File: src/rtl/hid_bus_arbiter_if.sv
// Requester-side and HID-side signal bundle for hid_bus_arbiter.
// master = the arbiter (drives grants, responses and the HID command); slave = requesters plus HID slave.
interface hid_bus_arbiter_if #(
  parameter int NREQ   = 2,
  parameter int ADDR_W = 20,
  parameter int DATA_W = 64
);
  logic [NREQ-1:0]        req_i;
  logic [NREQ-1:0]        lock_i;
  logic [NREQ*8-1:0]      req_we_i;
  logic [NREQ*ADDR_W-1:0] req_addr_i;
  logic [NREQ*DATA_W-1:0] req_wdata_i;
  logic [NREQ-1:0]        gnt_o;
  logic [NREQ-1:0]        rvalid_o;
  logic [DATA_W-1:0]      rdata_o;
  logic                   hid_en;
  logic [7:0]             hid_we;
  logic [ADDR_W-1:0]      hid_addr;
  logic [DATA_W-1:0]      hid_wrdata;
  logic [DATA_W-1:0]      hid_rddata;

  modport master (
    input  req_i, lock_i, req_we_i, req_addr_i, req_wdata_i, hid_rddata,
    output gnt_o, rvalid_o, rdata_o, hid_en, hid_we, hid_addr, hid_wrdata
  );

  modport slave (
    output req_i, lock_i, req_we_i, req_addr_i, req_wdata_i, hid_rddata,
    input  gnt_o, rvalid_o, rdata_o, hid_en, hid_we, hid_addr, hid_wrdata
  );
endinterface

File: src/rtl/hid_bus_arbiter.sv
// Round-robin arbiter with bounded burst lock sharing the HID slave port between NREQ requesters.
// Grant is combinational at N, command registered at N+1, response routed by ID tag at N+2; no backpressure.
module hid_bus_arbiter #(
  parameter int NREQ     = 2,
  parameter int ADDR_W   = 20,
  parameter int DATA_W   = 64,
  parameter int MAX_HOLD = 4
) (
  input logic              clk_i,
  input logic              rst_ni,
  hid_bus_arbiter_if.master bus
);
  localparam int IDW = (NREQ > 1) ? $clog2(NREQ) : 1;
  localparam logic [IDW-1:0] LAST     = IDW'(NREQ - 1);
  localparam logic [3:0]     HOLD_MAX = 4'(MAX_HOLD);

  logic [IDW-1:0]    rr_ptr;
  logic [IDW-1:0]    owner;
  logic              owner_vld;
  logic [3:0]        hold_cnt;
  logic              lock_cont;
  logic              any_req;
  logic              gnt_vld;
  logic [IDW-1:0]    win;
  logic [NREQ-1:0]   gnt;
  logic [7:0]        sel_we;
  logic [ADDR_W-1:0] sel_addr;
  logic [DATA_W-1:0] sel_wdata;

  logic              hid_en_q;
  logic [7:0]        hid_we_q;
  logic [ADDR_W-1:0] hid_addr_q;
  logic [DATA_W-1:0] hid_wrdata_q;
  logic [IDW-1:0]    iss_tag;
  logic              rsp_vld;
  logic [IDW-1:0]    rsp_tag;
  logic [NREQ-1:0]   rvalid;

  // Scan runs from the far end back toward rr_ptr so the nearest requester overwrites.
  always_comb begin
    lock_cont = owner_vld && bus.req_i[owner] && (hold_cnt < HOLD_MAX);
    win       = rr_ptr;
    any_req   = 1'b0;
    if (lock_cont) begin
      win     = owner;
      any_req = 1'b1;
    end else begin
      for (int i = NREQ - 1; i >= 0; i--) begin
        if (bus.req_i[(int'(rr_ptr) + i) % NREQ]) begin
          win     = IDW'((int'(rr_ptr) + i) % NREQ);
          any_req = 1'b1;
        end
      end
    end
    gnt_vld = any_req && rst_ni;
    gnt     = '0;
    if (gnt_vld) gnt[win] = 1'b1;
  end

  always_comb begin
    sel_we    = bus.req_we_i[8*int'(win) +: 8];
    sel_addr  = bus.req_addr_i[ADDR_W*int'(win) +: ADDR_W];
    sel_wdata = bus.req_wdata_i[DATA_W*int'(win) +: DATA_W];
  end

  always_ff @(posedge clk_i or negedge rst_ni) begin
    if (!rst_ni) begin
      rr_ptr       <= '0;
      owner        <= '0;
      owner_vld    <= 1'b0;
      hold_cnt     <= 4'd0;
      hid_en_q     <= 1'b0;
      hid_we_q     <= 8'd0;
      hid_addr_q   <= '0;
      hid_wrdata_q <= '0;
      iss_tag      <= '0;
      rsp_vld      <= 1'b0;
      rsp_tag      <= '0;
    end else begin
      // An expired or abandoned lock is dropped even when nobody else is granted.
      if (owner_vld && !lock_cont) begin
        owner_vld <= 1'b0;
        hold_cnt  <= 4'd0;
      end
      if (gnt_vld) begin
        if (!bus.lock_i[win]) begin
          owner_vld <= 1'b0;
          hold_cnt  <= 4'd0;
        end else if (lock_cont) begin
          hold_cnt  <= hold_cnt + 4'd1;
        end else begin
          owner_vld <= 1'b1;
          owner     <= win;
          hold_cnt  <= 4'd1;
        end
        if (!lock_cont) rr_ptr <= (win == LAST) ? '0 : win + 1'b1;
        hid_we_q     <= sel_we;
        hid_addr_q   <= sel_addr;
        hid_wrdata_q <= sel_wdata;
        iss_tag      <= win;
      end
      hid_en_q <= gnt_vld;
      rsp_vld  <= hid_en_q;
      rsp_tag  <= iss_tag;
    end
  end

  always_comb begin
    rvalid = '0;
    if (rsp_vld) rvalid[rsp_tag] = 1'b1;
  end

  assign bus.gnt_o      = gnt;
  assign bus.rvalid_o   = rvalid;
  assign bus.rdata_o    = bus.hid_rddata;
  assign bus.hid_en     = hid_en_q;
  assign bus.hid_we     = hid_we_q;
  assign bus.hid_addr   = hid_addr_q;
  assign bus.hid_wrdata = hid_wrdata_q;
endmodule

File: src/flat_wrapper.sv
// flat-port wrapper written by rule: the top's interface ports become plain ports
module hid_bus_arbiter_flat 
#(
  parameter int NREQ     = 2,
  parameter int ADDR_W   = 20,
  parameter int DATA_W   = 64,
  parameter int MAX_HOLD = 4
)
  (clk_i, rst_ni, bus_req_i, bus_lock_i, bus_req_we_i, bus_req_addr_i, bus_req_wdata_i, bus_hid_rddata, bus_gnt_o, bus_rvalid_o, bus_rdata_o, bus_hid_en, bus_hid_we, bus_hid_addr, bus_hid_wrdata);
  hid_bus_arbiter_if #(.NREQ(NREQ), .ADDR_W(ADDR_W), .DATA_W(DATA_W)) bus_i ();
  input logic clk_i;
  input logic rst_ni;
  input wire logic [$bits(bus_i.req_i)-1:0] bus_req_i;
  input wire logic [$bits(bus_i.lock_i)-1:0] bus_lock_i;
  input wire logic [$bits(bus_i.req_we_i)-1:0] bus_req_we_i;
  input wire logic [$bits(bus_i.req_addr_i)-1:0] bus_req_addr_i;
  input wire logic [$bits(bus_i.req_wdata_i)-1:0] bus_req_wdata_i;
  input wire logic [$bits(bus_i.hid_rddata)-1:0] bus_hid_rddata;
  output wire logic [$bits(bus_i.gnt_o)-1:0] bus_gnt_o;
  output wire logic [$bits(bus_i.rvalid_o)-1:0] bus_rvalid_o;
  output wire logic [$bits(bus_i.rdata_o)-1:0] bus_rdata_o;
  output wire logic [$bits(bus_i.hid_en)-1:0] bus_hid_en;
  output wire logic [$bits(bus_i.hid_we)-1:0] bus_hid_we;
  output wire logic [$bits(bus_i.hid_addr)-1:0] bus_hid_addr;
  output wire logic [$bits(bus_i.hid_wrdata)-1:0] bus_hid_wrdata;
  assign bus_i.req_i = bus_req_i;
  assign bus_i.lock_i = bus_lock_i;
  assign bus_i.req_we_i = bus_req_we_i;
  assign bus_i.req_addr_i = bus_req_addr_i;
  assign bus_i.req_wdata_i = bus_req_wdata_i;
  assign bus_i.hid_rddata = bus_hid_rddata;
  assign bus_gnt_o = bus_i.gnt_o;
  assign bus_rvalid_o = bus_i.rvalid_o;
  assign bus_rdata_o = bus_i.rdata_o;
  assign bus_hid_en = bus_i.hid_en;
  assign bus_hid_we = bus_i.hid_we;
  assign bus_hid_addr = bus_i.hid_addr;
  assign bus_hid_wrdata = bus_i.hid_wrdata;
  hid_bus_arbiter #(.NREQ(NREQ), .ADDR_W(ADDR_W), .DATA_W(DATA_W), .MAX_HOLD(MAX_HOLD)) u_core (.clk_i(clk_i), .rst_ni(rst_ni), .bus(bus_i));
endmodule
File: config.mk
export PLATFORM = sky130hd
export DESIGN_NAME = hid_bus_arbiter_flat
export DESIGN_NICKNAME = d
export VERILOG_FILES = /design/src/rtl/hid_bus_arbiter_if.sv /design/src/rtl/hid_bus_arbiter.sv /design/src/flat_wrapper.sv
export SDC_FILE = /design/constraint.sdc
export NUM_CORES = 1
export LEC_CHECK = 0
export CELL_PAD_IN_SITES_DETAIL_PLACEMENT = 1
export CELL_PAD_IN_SITES_GLOBAL_PLACEMENT = 1
export CORE_AREA = 4 4 160 162
export CTS_BUF_LIST = sky130_fd_sc_hd__clkbuf_16
export DETAILED_ROUTE_END_ITERATION = 7
export DIE_AREA = 0 0 164 166
export GPL_TIMING_DRIVEN = 1
export PLACE_DENSITY = 0.74
export SETUP_SLACK_MARGIN = 0.2
export SYNTH_ARGS = -nofsm -noshare
export SYNTH_HDL_FRONTEND = slang
export SYNTH_SLANG_ARGS = --single-unit
File: constraint.sdc
create_clock -name clk_i -period 2.53 [get_ports clk_i]
set_clock_uncertainty 0.05 [all_clocks]
set_input_delay 0.506 -clock clk_i [delete_from_list [all_inputs] [get_ports clk_i]]
set_output_delay 0.506 -clock clk_i [all_outputs]
set_load 0.03 [all_outputs]
==> metrics.cfg <==
[status]
outcome=finished, final reports clean

[pwr]
switching_share_pct=35.3
p_leak_nw=3.58
ir_worst_vdd_uv=280
power_density_nw_per_um2=704
pwr-share-clk_pct=25.0
sequentialPowerShare_pct=35.7
p_comb_share_pct=39.3
finalPower_mw=5.86
p_sw_mw=2.07
power.internal_mw=3.79

[global_routing]
grt_overflow_total=0
track_usage_pct=12.6
grt_pass1_wl_um=26500
antenna_found_initial=0
grt_pass1_vias=4677
grt_max_degree=148

[sta]
holdWs_ns=0.238
setup_viol=0
setup_tns_ns=0
fmax_mhz=430
hold_violations=0
period_share_pct=91.9
relSlewSlack_pct=45.5
slew_viol_final=0
rsz0062_at_grt=yes
tightest_slew_ns=0.817
fin_crit_ns=2.32

[final_layout]
n_antenna_cell=0
nFillCells=2752
drive_above_1_share_pct=5.47
final_cell_mix=clkdlybuf4s50_1 (283), dfrtp_1 (103), nand2_1 (95)
layout_commonest_cell=clkdlybuf4s50_1
nets=981
final_area_um2=8320
area_growth_syn_to_layout_pct=60.8

[routing]
wirelength_um=17600
via_count=4371
drtAntennaViolNets=0
drc=0
drt_first_pass_iters=4
drt_iter0_markers=156
wire_per_inst_um=16.7
viasPerCell=4.14

[synthesis]
avgSynthCellArea_um2=10.1
yosys_warnings=0
async_flop_share_pct=100
synth.net_count=765
synth.distinct_cells=24
synthFlopType=dfrtp_1
synth.yosys.seq_area_share_pct=49.8
synth-edff-count=0
synth_area_um2=5180
syn_inst=510
ys_ff_latch=103

[critical_path]
path_max_fanout=2
r2r-start=u_core.hold_cnt[2]
r2r_end=u_core.bus.hid_wrdata[62]
r2r.worst_path.cells=8
rrSetupSlack_ns=0.42
cp_data_required_time_ns=1.97
end_kind=primary output
setup.worst_path.start_class=register
crit_type=reg2out
cp.arrival_ns=1.77
worst_path_max_delay_cell=dfrtp_1
critical_path.max_stage_delay_ns=0.41
cp_cell_sequence=nor3b_4 > mux2i_4 > a21oi_4 > nor2_4 > buf_12

[clock_tree]
cts.path.max_buffers=2
cts-buffers-inserted=9
cts_sinks=103
clock_latency_ns=0.35
htreeDepth=3
tritoncts=done
cts.clk_slew.worst_paths_ns=0.07
root_buffer=clkbuf_16

[placed_design]
place.gp.congestion=0.740
placed_area_um2=7940
post-dp-hpwl_um=13700
port_buffers=286

[floorplan]
initial_core_util_pct=21.5
die_w_um=164
core_um2=24100
die_h_um=166
ios=415
num_rows=57
design.die.area_um2=27200

[hold_path]
hp-class=in2async

[run]
max-cap-violations=0

[Yosys cell counts, drive strengths merged, types with 3 or more instances]
master / number / share of area (%)
dfrtp: 103 / 50
o21ai: 97 / 9.4
nand2: 95 / 6.9
mux2i: 94 / 18
buf: 74 / 11
clkbuf: 21 / 1.5
a21oi: 4 / 0.46
nand3: 3 / 0.29
nor2: 3 / 0.22
[flip-flops by register name, summed over array words and instances (netlist names)]
register               count
u_core.rsp_tag             1
u_core.bus.hid_we          8
u_core.bus.hid_wrdata     64
u_core.hold_cnt            4
u_core.rsp_vld             1
u_core.bus.hid_addr       20
u_core.owner_vld           1
u_core.bus.hid_en          1
u_core.rr_ptr              1
u_core.iss_tag             1
u_core.owner               1
[worst max-delay path: cells and delay by family (launching register included)]
kind | cells | cell delay [ns]
buffers and inverters | 1 | 0.14
muxes | 1 | 0.33
and+or+nand+nor | 2 | 0.44
DFF | 1 | 0.41
AOI/OAI and AO/OA | 1 | 0.10
[cell families (layout without fill, tap and decap cells)]
family / after synthesis / after routing / synth area share [%]
AOI/OAI and AO/OA: 106 / 106 / 10.5
buffers and inverters: 98 / 319 / 12.8
and+or+nand+nor: 107 / 107 / 8.24
DFF: 103 / 103 / 49.8
muxes: 95 / 95 / 18.4
adders and majority gates: 1 / 1 / 0.242
[repair_timing]
item                       CTS  global route
hold endpoints to repair     9             0
setup endpoints to repair    2             2
pin swaps                    3             3
gates resized for setup      7             1
hold buffers                 1             0
buffers inserted             3             1
[per-layer routing]
metal,vias up,share of wire [%],wire length [um],GRT usage [%]
met1,2073,34,5980,12.4
met2,157,54,9570,23.9
met5,-,0,0,0
met4,0,3.6,641,5.94
li1,2089,-,-,-
met3,52,8.1,1430,3.35
[power groups by stage]
stage                     Sequential [mW]  Combinational (mW)  Clock [mW]
final                                2.09                2.30        1.47
after global routing                 2.13                2.46        1.61
after CTS                            2.10                2.34        1.55
after detailed placement             2.12                2.30           0
after global placement               2.11                2.27           0
after floorplan                      2.62               0.875           0
[area by class of cell]
| type | count | area, um^2 | area share, % |
|---|---|---|---|
| flip-flops and latches | 103 | 2580 | 31.0 |
| clock inverters | 7 | 77.6 | 0.932 |
| clock buffers | 9 | 225 | 2.71 |
| repair buffers | 300 | 3030 | 36.4 |
| multi-input cells | 309 | 2000 | 24.0 |
| inverters | 3 | 11.3 | 0.135 |
| well taps | 324 | 405 | 4.87 |
[per-stage QoR]
stage                     util [%]  instances  setup slack [ns]
after floorplan                  -        510             0.221
after global placement        32.9       1034            0.0954
after detailed placement      32.9       1034            0.0825
after CTS                     34.5       1054             0.182
after global routing          34.5       1055             0.119
final                         34.5       1055             0.206
[worst max path at each step]
stage | start | to | slack, ns
after global routing | u_core.hold_cnt[2] | bus_gnt_o[0] | 0.12
after CTS | u_core.hold_cnt[3] | bus_gnt_o[0] | 0.18
after detailed placement | bus_req_i[0] | bus_gnt_o[0] | 0.08
after floorplan | bus_req_i[1] | bus_gnt_o[0] | 0.22
after global placement | bus_req_i[0] | bus_gnt_o[0] | 0.1
final | u_core.hold_cnt[2] | bus_gnt_o[0] | 0.21
Power figures use the tool's default switching activity.
